### src/rtl/postage_filter_deadlock_watchdog.sv
// postage_filter_deadlock_watchdog: flags THRESHOLD consecutive blocked cycles as a sticky deadlock
// and keeps stall statistics.
module postage_filter_deadlock_watchdog #(
    parameter int unsigned THRESHOLD = 1024,
    parameter int unsigned CNT_W = 32,
    parameter int unsigned EVT_W = 16
) (
    input  logic             clock,
    input  logic             reset,
    input  logic             block,
    input  logic             enable,
    input  logic             clear,
    output logic             deadlock,
    output logic             deadlock_pulse,
    output logic [EVT_W-1:0] event_count,
    output logic [CNT_W-1:0] max_stall,
    output logic [CNT_W-1:0] run_len
);
    typedef enum logic [1:0] {IDLE, STALL, DEADLOCK} state_t;
    localparam logic [CNT_W-1:0] LAST = CNT_W'(THRESHOLD - 1);
    state_t state, state_nxt;
    logic [CNT_W-1:0] run_nxt, run_inc, max_base, max_nxt;
    logic [EVT_W-1:0] evt_base, evt_nxt;
    logic det, ending, dl_nxt;
    always_comb begin
        run_inc = &run_len ? run_len : run_len + CNT_W'(1);
        state_nxt = state;
        run_nxt = run_len;
        det = 1'b0;
        ending = 1'b0;
        if (!enable) begin
            state_nxt = IDLE;
            run_nxt = '0;
        end else if (state == IDLE) begin
            if (block) begin
                run_nxt = CNT_W'(1);
                det = (THRESHOLD == 1);
                state_nxt = det ? DEADLOCK : STALL;
            end
        end else if (block) begin
            run_nxt = run_inc;
            det = (state == STALL) && (run_len == LAST);
            state_nxt = det ? DEADLOCK : state;
        end else begin
            state_nxt = IDLE;
            run_nxt = '0;
            ending = 1'b1;
        end
        // clear zeroes the statistics first so a coinciding detection or stall end still lands
        evt_base = clear ? '0 : event_count;
        evt_nxt = (det && !(&evt_base)) ? evt_base + EVT_W'(1) : evt_base;
        dl_nxt = (deadlock && !clear) || det;
        max_base = clear ? '0 : max_stall;
        max_nxt = (ending && run_len > max_base) ? run_len : max_base;
    end
    always_ff @(posedge clock or posedge reset) begin
        if (reset) begin
            state <= IDLE;
            run_len <= '0;
            deadlock <= 1'b0;
            deadlock_pulse <= 1'b0;
            event_count <= '0;
            max_stall <= '0;
        end else begin
            state <= state_nxt;
            run_len <= run_nxt;
            deadlock <= dl_nxt;
            deadlock_pulse <= det;
            event_count <= evt_nxt;
            max_stall <= max_nxt;
        end
    end
endmodule

### config.mk
export PLATFORM = sky130hd
export DESIGN_NAME = postage_filter_deadlock_watchdog
export DESIGN_NICKNAME = d
export VERILOG_FILES = /design/src/rtl/postage_filter_deadlock_watchdog.sv
export SDC_FILE = /design/constraint.sdc
export NUM_CORES = 1
export LEC_CHECK = 0
export CORE_MARGIN = 2
export CORE_UTILIZATION = 41
export CTS_BUF_LIST = sky130_fd_sc_hd__clkbuf_16
export CTS_CLUSTER_SIZE = 25
export DETAILED_ROUTE_END_ITERATION = 12
export DONT_BUFFER_PORTS = 1
export SYNTH_ARGS = -nofsm -noshare
export SYNTH_HDL_FRONTEND = slang
export SYNTH_SLANG_ARGS = --single-unit
### constraint.sdc
create_clock -name clock -period 4.2 [get_ports clock]
set_input_delay 0.84 -clock clock [delete_from_list [all_inputs] [get_ports clock]]
set_output_delay 0.84 -clock clock [all_outputs]
set_load 0.1 [all_outputs]
==> results.md <==
* Most common cell on crit path: buf_4
* Initial antenna violation count at 0
* CP arrival at roughly 3400 ps
* Min-delay src: run_len[1]$_DFFE_PP0P_
* Synth unique cells at 60
* H-tree level count at 3
* PwrDens at between 200 and 300 nW/um2
* Peak VDD IR at 0.306 mV
* Most common cell after layout, fill and taps aside: dfrtp_1
* Critical Path Sink Type: register
* P_leak at 3.04 nW
* Routed wire length at between 10 and 15 mm
* Power, Total at 1.66 mW
* Drt pass-1 iters at 7
* Hold Crit Depth at 2
* Root buf cell: clkbuf_16
* Post-CTS Setup Inserts at 0
* Critical Path RT at 4460 ps
* Max Slew Vio Count at 0
* Clock Sinks at 84
* Hold Fails Final Rpt at 0
* Area delta synth->final at 17.3%
* Clk Latency, worst-skew pair at 350 ps
* Core Area at 12600 um2
* DP Worst Slack at approximately 810 ps
* Min Hold Slack at between 500 and 600 ps
* Largest net degree at the start of global routing at 59
* Ratio of cells with drive above 1 in the final layout at 0.199
* Grt total ovfl at 0
* Net count after synthesis at between 500 and 600
* Die boundary height at about 120 um
* Wire per inst at 17.3 um
* Final Worst Setup Slack at around 1100 ps
* Port-buffer cells at 0
* Worst reg-to-reg path cell count at 10
* FF-to-FF Start: max_stall[15]$_DFF_PP0_
* Die area at roughly 14000 um2
* Crit-path cells: buf_4 > nand2b_1 > ha_1 > nand4_1 > nor4_1 > a21oi_1 > o21a_1 > a31oi_4 > buf_4 > mux2i_1
* Post-CTS resize count at 0
* RSZ-0062 raised after global routing: no
* Cells after synthesis at 540
* Ys async rst share at 1.00
* Reg-to-reg endpoint: max_stall[20]$_DFF_PP0_
* Vias in the first global route at 4359
* Final Setup Violations at 0
* Final Skew at between 7 and 8 ps
* TritonCTS buffer count at 9
* Max-Cap Viols at 0
* Number of synthesized register bits at 84
* Drt drc at 0
* Io pins at 87
* Commonest cells after routing, fill and taps aside: dfrtp_1 (84), buf_4 (79), o21ai_0 (42)
* Antenna cell count at 0
* Post-synth EDFFs at 0
* Setup TNS Final at 0 ps
* Register area share after synthesis at 0.399
* Reg clk slew, reported paths at 60 ps
* DIE WIDTH at between 100 and 150 um
* Ys flop type: dfrtp_1
* Crit path time final at between 3000 and 4000 ps
* HP Class: reg -> reg
* FMAX at 323 MHz
* Synthesized area at about 5300 um2
* Starting density of the core at 0.419
* Yosys warnings at 0
* Status: complete, no violations
* Flop2flop setup slack at 1110 ps
* First-pass GRT wire length at about 23 mm
* CP Class: reg -> reg
* Largest stage delay, worst path at approximately 450 ps
* Avg Vias per Cell at roughly 5.6
* Tot GR Track Use at 0.202
* Worst-margin pin slew at 1040 ps
* ANT nets after route at 0
* Worst-path fanout max at 18
* GP Congestion at around 0.91
* CTS Hold Bufs at 0
* DPL Wire Length at between 9 and 10 mm
* Startpoint Class: register
* Slew margin rel. at 0.308
* Hold Path End: run_len[1]$_DFFE_PP0P_
* Final worst-path cycle share at 0.737
* Via Count at between 4000 and 5000
* Clock Path Buffers at 2
* TritonCTS clock tree: built
* Cell Rows at between 40 and 50
* Nets at around 640
* Initial drt markers at around 330
* Avg Inst Size Synth at 9.75 um2
* Slowest CP cell: nor4_1
==> registers in the layout, summed over array words and instances, names as in the netlist <==
name	cells
deadlock	1
deadlock_pulse	1
event_count	16
max_stall	32
run_len	32
state	2
==> cell type report <==
cell class              count  area, um2
flip-flops and latches     84       2100
inverters                  34        129
fillers                  1198       6400
multi-input cells         396       2850
clock inverters             7       58.8
clock buffers               9        225
well taps                 172        215
repair buffers             79        593
==> through the flow <==
stage | util | area [um2] | cells
5_1_grt | 0.491 | 6170 | 781
6_report | 0.491 | 6170 | 781
4_1_cts | 0.491 | 6170 | 781
2_1_floorplan | - | 5260 | 540
3_5_place_dp | 0.468 | 5890 | 765
3_3_place_gp | 0.468 | 5890 | 765
==> kinds of logic (layout without fill, tap and decap cells) <==
family          after synthesis  in the layout  share of synthesized area
simple gates                201            201                      0.233
compound gates              113            113                      0.134
flops                        84             84                      0.399
buf+inv                      60            129                     0.0594
mux                          41             41                     0.0818
fa+ha+maj                    34             34                     0.0808
xor+xnor                      7              7                     0.0116
==> routing by layer <==
metal  up-vias  global-route usage  wire length [um]
met3        22              0.0608               940
met4         0              0.0640               217
met5         -                   0                 0
li1       2093                   -                 -
met1      2135               0.263              5990
met2       145               0.323              6340
==> worst max-delay path, delay by kind of cell (launching register included) <==
kind / cells / cell delay (ps)
buffers and inverters: 2 / 680
flip-flops: 1 / 320
multiplexers: 1 / 240
adder cells (fa/ha/maj): 1 / 340
AO/OA/AOI/OAI: 3 / 590
AND/OR/NAND/NOR: 3 / 810
==> worst max path at each step <==
| stage | start | to | slack, ps | cells past startpoint |
|---|---|---|---|---|
| final | max_stall[15]$_DFF_PP0_ | max_stall[20]$_DFF_PP0_ | 1110 | 10 |
| after detailed placement | clear | max_stall[13]$_DFF_PP0_ | 810 | 9 |
| after CTS | max_stall[15]$_DFF_PP0_ | max_stall[22]$_DFF_PP0_ | 1100 | 10 |
| after global placement | clear | max_stall[17]$_DFF_PP0_ | 880 | 9 |
| after floorplan | clear | max_stall[0]$_DFF_PP0_ | 850 | 10 |
| after global routing | max_stall[15]$_DFF_PP0_ | max_stall[22]$_DFF_PP0_ | 910 | 10 |
==> power by group <==
group,leakage (nW),switching [mW],internal (mW)
registers,1.17,0.00119,0.811
logic,1.73,0.0468,0.0194
clock network,0.141,0.327,0.452
==> cell usage after synthesis, types with 2 or more instances <==
cell      instances  area, um2
o21ai_1           2       10.0
nor4b_1           2       17.5
o21a_1            3       22.5
and3_1           11       68.8
o21ai_0          42        210
ha_1             34        425
or3_4             2       22.5
o41ai_1           5       43.8
nor2_1           26       97.6
clkbuf_1          9       33.8
and4_1            5       43.8
nor2b_1          18        113
nand3_1          15       75.1
nand4_1          22        138
a21o_1            3       22.5
buf_1             2       7.51
dfrtp_1          84       2100
buf_4             4       30.0
nand2b_1         32        200
xor2_1            2       17.5
mux2_4            2       30.0
xnor2_1           5       43.8
o22a_1            2       17.5
a21oi_1          24        120
mux2_2            8       90.1
nand2_1          25       93.8
nand4_4           2       42.5
nor3_1            2       10.0
o211ai_1          2       15.0
inv_1            34        128
or3_1             3       18.8
a31oi_1          10       62.6
nor4_2            2       25.0
clkbuf_2          2       10.0
buf_6             7       78.8
nor4_1           12       75.1
and2_1            9       56.3
mux2i_1          31        310
nand3_2           4       40.0
o31ai_1          11       82.6
No activity file was read; power rests on OpenSTA's default activity.
